File: src/rtl/cpu_pkg.sv
// Shared CPU types and constants.
// Holds the instruction/address widths, the sequential PC increment, and the
// fetch_entry_t record that fetch hands to decode (pc + instruction word).
package cpu_pkg;

    localparam int unsigned INSTR_W = 32;
    localparam int unsigned ADDR_W  = 64;

    localparam logic [ADDR_W-1:0] PC_STEP = 64'd4;

    typedef struct packed {
        logic [ADDR_W-1:0]  pc;
        logic [INSTR_W-1:0] instr;
    } fetch_entry_t;

endpackage

File: src/rtl/fetch_fifo.sv
// Small circular buffer of fetched instructions.
// Ports:
//   clk, rst_n  clock and asynchronous active-low reset
//   push        write push_data at the tail
//   pop         drop the head entry (ignored when empty)
//   flush       discard every entry; wins over push and pop
//   push_data   entry to write
//   head        entry at the head (registered storage, no input bypass)
//   count       number of valid entries, 0..DEPTH
module fetch_fifo
    import cpu_pkg::*;
#(
    parameter int unsigned DEPTH = 4,
    localparam int unsigned PTR_W = $clog2(DEPTH),
    localparam int unsigned CNT_W = PTR_W + 1
) (
    input  logic             clk,
    input  logic             rst_n,
    input  logic             push,
    input  logic             pop,
    input  logic             flush,
    input  fetch_entry_t     push_data,
    output fetch_entry_t     head,
    output logic [CNT_W-1:0] count
);

    localparam logic [CNT_W-1:0] FULL = CNT_W'(DEPTH);

    fetch_entry_t     mem_q [DEPTH];
    logic [PTR_W-1:0] wr_ptr_q, wr_ptr_d;
    logic [PTR_W-1:0] rd_ptr_q, rd_ptr_d;
    logic [CNT_W-1:0] count_q, count_d;
    logic             do_push;
    logic             do_pop;

    assign do_push = push & ~flush;
    assign do_pop  = pop & ~flush & (count_q != '0);

    always_comb begin
        wr_ptr_d = wr_ptr_q;
        rd_ptr_d = rd_ptr_q;
        count_d  = count_q;
        if (flush) begin
            wr_ptr_d = '0;
            rd_ptr_d = '0;
            count_d  = '0;
        end else begin
            // DEPTH is a power of two, so pointer overflow is the wrap.
            if (do_push) wr_ptr_d = wr_ptr_q + PTR_W'(1);
            if (do_pop)  rd_ptr_d = rd_ptr_q + PTR_W'(1);
            if (do_push && !do_pop) begin
                count_d = count_q + CNT_W'(1);
            end else if (!do_push && do_pop) begin
                count_d = count_q - CNT_W'(1);
            end
        end
    end

    always_ff @(posedge clk or negedge rst_n) begin
        if (!rst_n) begin
            wr_ptr_q <= '0;
            rd_ptr_q <= '0;
            count_q  <= '0;
        end else begin
            wr_ptr_q <= wr_ptr_d;
            rd_ptr_q <= rd_ptr_d;
            count_q  <= count_d;
        end
    end

    // Storage is reset so the head reads as zero out of reset.
    always_ff @(posedge clk or negedge rst_n) begin
        if (!rst_n) begin
            for (int i = 0; i < int'(DEPTH); i++) begin
                mem_q[i] <= '0;
            end
        end else if (do_push) begin
            mem_q[wr_ptr_q] <= push_data;
        end
    end

    assign head  = mem_q[rd_ptr_q];
    assign count = count_q;

    // The fetch credit check must make this unreachable.
    a_no_overflow: assert property (
        @(posedge clk) disable iff (!rst_n) !(push && (count_q == FULL))
    );

endmodule

File: src/rtl/fetch_stage.sv
// Instruction-fetch front end.
// Owns the PC, issues one sequential read per cycle to a 1-cycle-latency
// instruction memory while queue credits remain, buffers returned words with
// their PCs and hands them to decode over valid/ready. A redirect flushes all
// buffered and in-flight words and restarts fetch at the new PC.
// Ports:
//   clk, reset                  clock, asynchronous active-low reset
//   imem_req, imem_addr         read request and word-aligned byte address
//   imem_rdata                  read data, valid the cycle after imem_req
//   out_valid, out_ready        handshake toward decode
//   out_instr, out_pc           head entry (registered)
//   redirect_valid, redirect_pc taken-branch restart request and target
module fetch_stage
    import cpu_pkg::*;
#(
    parameter int unsigned       DEPTH    = 4,
    parameter logic [ADDR_W-1:0] RESET_PC = '0
) (
    input  logic               clk,
    input  logic               reset,
    output logic               imem_req,
    output logic [ADDR_W-1:0]  imem_addr,
    input  logic [INSTR_W-1:0] imem_rdata,
    output logic               out_valid,
    input  logic               out_ready,
    output logic [INSTR_W-1:0] out_instr,
    output logic [ADDR_W-1:0]  out_pc,
    input  logic               redirect_valid,
    input  logic [ADDR_W-1:0]  redirect_pc
);

    localparam int unsigned      CNT_W   = $clog2(DEPTH) + 1;
    localparam logic [CNT_W:0]   DEPTH_C = (CNT_W + 1)'(DEPTH);

    logic [ADDR_W-1:0] pc_q, pc_d;
    logic [ADDR_W-1:0] inflight_pc_q, inflight_pc_d;
    logic              inflight_q, inflight_d;
    logic [CNT_W-1:0]  count;
    logic [CNT_W:0]    outstanding;
    logic              issue;
    logic              push;
    logic              pop;
    fetch_entry_t      push_entry;
    fetch_entry_t      head;

    // Every word in the queue or in flight holds a credit; issue only while
    // one is free so a response always has a slot.
    assign outstanding = {1'b0, count} + {{CNT_W{1'b0}}, inflight_q};
    // Gating with reset drops the request as soon as reset asserts.
    assign issue       = reset & ~redirect_valid & (outstanding < DEPTH_C);

    assign push       = inflight_q & ~redirect_valid;
    assign pop        = out_valid & out_ready & ~redirect_valid;
    assign push_entry = '{pc: inflight_pc_q, instr: imem_rdata};

    always_comb begin
        pc_d          = pc_q;
        inflight_d    = 1'b0;
        inflight_pc_d = inflight_pc_q;
        if (redirect_valid) begin
            pc_d = {redirect_pc[ADDR_W-1:2], 2'b00};
        end else if (issue) begin
            pc_d          = pc_q + PC_STEP;
            inflight_d    = 1'b1;
            inflight_pc_d = pc_q;
        end
    end

    always_ff @(posedge clk or negedge reset) begin
        if (!reset) begin
            pc_q          <= RESET_PC;
            inflight_q    <= 1'b0;
            inflight_pc_q <= '0;
        end else begin
            pc_q          <= pc_d;
            inflight_q    <= inflight_d;
            inflight_pc_q <= inflight_pc_d;
        end
    end

    fetch_fifo #(
        .DEPTH (DEPTH)
    ) u_fifo (
        .clk       (clk),
        .rst_n     (reset),
        .push      (push),
        .pop       (pop),
        .flush     (redirect_valid),
        .push_data (push_entry),
        .head      (head),
        .count     (count)
    );

    assign imem_req  = issue;
    assign imem_addr = pc_q;
    assign out_valid = (count != '0);
    assign out_instr = head.instr;
    assign out_pc    = head.pc;

endmodule

File: config.mk
export PLATFORM = sky130hd
export DESIGN_NAME = fetch_stage
export DESIGN_NICKNAME = d
export VERILOG_FILES = /design/src/rtl/cpu_pkg.sv /design/src/rtl/fetch_fifo.sv /design/src/rtl/fetch_stage.sv
export SDC_FILE = /design/constraint.sdc
export NUM_CORES = 1
export LEC_CHECK = 0
export ABC_AREA = 1
export CAP_MARGIN = 15
export CORE_ASPECT_RATIO = 0.6
export CORE_UTILIZATION = 55
export CTS_BUF_LIST = sky130_fd_sc_hd__clkbuf_16
export DETAILED_ROUTE_END_ITERATION = 6
export PLACE_DENSITY_LB_ADDON = 0.1
export SETUP_SLACK_MARGIN = 0.3
export SYNTH_ARGS = -nofsm -noshare
export SYNTH_HDL_FRONTEND = slang
export SYNTH_SLANG_ARGS = --single-unit
export TNS_END_PERCENT = 100
File: constraint.sdc
create_clock -name clk -period 4.5 [get_ports clk]
set_clock_uncertainty 0.15 [all_clocks]
set_input_delay 0.9 -clock clk [delete_from_list [all_inputs] [get_ports clk]]
set_output_delay 0.9 -clock clk [all_outputs]
set_load 0.05 [all_outputs]
==> impl_metrics.csv <==
group,metric,value,unit
sta,max_freq,243.7,MHz
route,routed-via-count,20880,
setup_path,cp.arrival,3050,ps
place,hpwl,44.41,mm
synth,netlist_area,0.02345,mm²
setup_path,cp-start-kind,"register",
layout,drive_above_1_share,6.959,%
die,initial_core_util,55.91,%
global_route,gr-total-overflow,0,
global_route,grt_pass1_wl,106.8,mm
route,wl,67.95,mm
place,port_buffers,255,
die,die_y,161.9,µm
cts,clkLatencyLatePin,580,ps
setup_path,worstPathRequired,3450,ps
setup_path,critPathLaunch,"u_fifo.rd_ptr_q[0]",
synth,synth_edf_count,0,
synth,synth-seq-area-share,54.21,%
route,drtIter0Drc,2558,
die,core-area,0.04195,mm²
sta,rsz0062_at_grt,"no",
layout,finalNonFillerCells,3632,
sta,period_share,91.20,%
place,dp_cells,3542,
synth,async_reset_ff_share,100.0,%
setup_path,timing.rr.start,"u_fifo.count[2]",
synth,syn_inst,2862,
layout,utilization,66.11,%
cts,htreeDepth,2,
cts,cts_made_buffers,48,
layout,fillers,3531,
setup_path,cp_max_fo,71,
cts,clk_pin_slew,60,ps
sta,fin_tns_setup,0,ps
power_and_ir_drop,p_leak,0.01307,µW
synth,yosysUniqueCellTypes,36,
route,dr.pass1.iters,6,
worst_hold_path,hp-start,"u_fifo.mem_q[274]",
die,dieArea,0.04349,mm²
setup_path,cp-end-kind,"output pin",
synth,ys_seq_elements,508,
setup_path,critPathKind,"register to output pin",
place,gp_congestion,0.9643,
cts,clk_path_buf_depth,3,
power_and_ir_drop,powerDensity,646.8,mW/mm²
global_route,grt.total_usage,31.29,%
die,die_w,268.6,µm
run,drv_cap,0,
layout,nets,3130,
sta,min_period,4104,ps
cts,tritoncts,"done",
power_and_ir_drop,irDropWorstVdd,0.0004686,V
synth,yosys_warnings,0,
global_route,antenna_found_initial,2,
global_route,grt_pass1_vias,19280,
sta,hold_viol,0,
route,drc_errors,0,
die,ios,262,
synth,syn_avg_cell_area,8.194,µm²
sta,slew_viol_final,0,
cts,cts_sinks,508,
layout,synthToLayoutAreaGrowth,18.25,%
worst_hold_path,hp-class,"register to register",
synth,synth-main-ff-cell,"dfrtp_1",
cts,cts-root-buf,"clkbuf_16",
route,vias_per_cell,5.749,
power_and_ir_drop,total_power,17940,µW
status,outcome,"finished, final reports clean",
sta,slew_headroom,32.01,%
sta,finalSetupViolCount,0,
global_route,grt_max_degree,185,
route,wl_per_cell,18.71,µm
route,antenna_left,0,
die,num_rows,58,
cts,ctsResizeCount,0,
sta,worst_pin_slew,1020,ps
sta,finalHoldWorstSlack,331.5,ps
[what timing repair did]
item / 4_1_cts / 5_1_grt
endpoints found under the setup margin: 0 / 19
setup buffers: 0 / 1
hold buffers: 1 / 0
endpoints found under the hold margin: 3 / 0
[kinds of logic after synthesis]
logic type	Yosys count	share of synthesized area, %
AOI/OAI and AO/OA	804	18.08
xor gates and xnor gates	8	0.2988
adders and majority gates	6	0.3522
buffers and inverters	408	7.011
DFF	508	54.21
other	1	0.01599
and+or+nand+nor	1127	20.04
[report_power, final]
group	leakage, µW	switching, µW	internal, µW	total [µW]
Sequential	0.00664	860	5900	6760
Combinational	0.00569	5130	2230	7360
Clock	0.000749	1780	2040	3820
Total	0.0131	7770	10200	17900
[through the flow]
| step | area [µm²] | setup slack (ps) |
|---|---|---|
| finish | 27730 | 396.1 |
| global route | 27730 | 314.3 |
| CTS | 27710 | 321.9 |
| detailed placement | 26250 | 955.4 |
| global placement | 26250 | 961.0 |
| floorplan | 23460 | 1575 |
[path summary, 6_finish.rpt]
| path | slack, ps | cells after the start | endpoint |
|---|---|---|---|
| setup / recovery | 400 | 5 | out_pc[19] |
| hold / removal | 330 | 2 | u_fifo.mem_q[274] |
| setup reg to reg | 1910 | 6 | imem_addr[26] |
| hold reg to reg | 330 | 2 | u_fifo.mem_q[274] |
| max in group asynchronous | 1680 | 4 | imem_addr[53] |
| min in group asynchronous | 580 | 2 | u_fifo.mem_q[71] |
[metal layers]
layer | up-vias | wire [µm] | GRT usage (%)
met5 | - | 18 | 0
met2 | 945 | 29060 | 44.51
met4 | 2 | 1226 | 7.386
met3 | 98 | 5722 | 5.124
li1 | 9734 | - | -
met1 | 10100 | 31920 | 49.74
[flip-flops by register name, indices dropped and copies added, names as in the netlist]
| name | count |
|---|---|
| inflight_q | 1 |
| imem_addr | 62 |
| inflight_pc_q | 62 |
| u_fifo.mem_q | 376 |
| u_fifo.count | 3 |
| u_fifo.rd_ptr_q | 2 |
| u_fifo.wr_ptr_q | 2 |
[cell usage in the layout (no fill, tap or decap), types with 11 or more instances in the layout]
cell type and instances:
o22ai_1 95, clkbuf_16 49, o21ai_1 14, dfrtp_1 506, nand4_1 26, buf_4 78, clkdlybuf4s50_1 190, nand3_1 89
buf_12 17, nand3b_1 18, inv_1 235, o21ai_0 640, o211ai_1 12, nand2_2 11, clkinv_2 14, nor2_1 316
o21bai_1 16, a21oi_1 19, nand2_1 626
[area by class of cell]
cell class | count | area (µm²) | share of cell area [%]
sequential | 508 | 12720 | 45.86
clock buffer | 49 | 1226 | 4.422
multi-input combinational | 1949 | 9133 | 32.93
tap | 570 | 713.2 | 2.572
timing repair buffer | 288 | 2858 | 10.31
inverter | 229 | 862.1 | 3.109
clock inverter | 38 | 219.0 | 0.7896
antenna | 1 | 2.502 | 0.009024
[critical path, cell delays in order, from the launching register on]
cell,delay (ps)
dfrtp_4,650
inv_4,260
buf_4,620
o21ai_0,160
o22ai_1,420
buf_4,300
[Yosys cell counts (2+ instances only)]
cell type    n  area (µm²)
and2_1       2       12.51
nor2_1     316        1186
nand3_1     89       445.4
buf_1       10       37.54
clkbuf_1    95       356.6
nand3b_1    18       135.1
nand2_4      4       45.04
dfrtp_1    508       12710
nor2_8       2       40.04
xnor2_1      2       17.52
o21bai_1    16       120.1
o22ai_1     95       594.3
a21oi_1     19       95.09
o21ai_0    640        3203
xor2_1       6       52.55
inv_1      227       852.1
o211ai_1    12       90.09
buf_4        8       60.06
o21a_1       2       15.01
buf_2       66       330.3
o221ai_1     4       35.03
o21ai_1     14       70.07
ha_1         5       62.56
nand2_2     15       93.84
nor2_2       8       50.05
nor3_1       9       45.04
nor2_4      10       112.6
nand4_1     26       162.7
nand3_2      2       20.02
nand2_1    626        2350
Power figures use the tool's default switching activity.
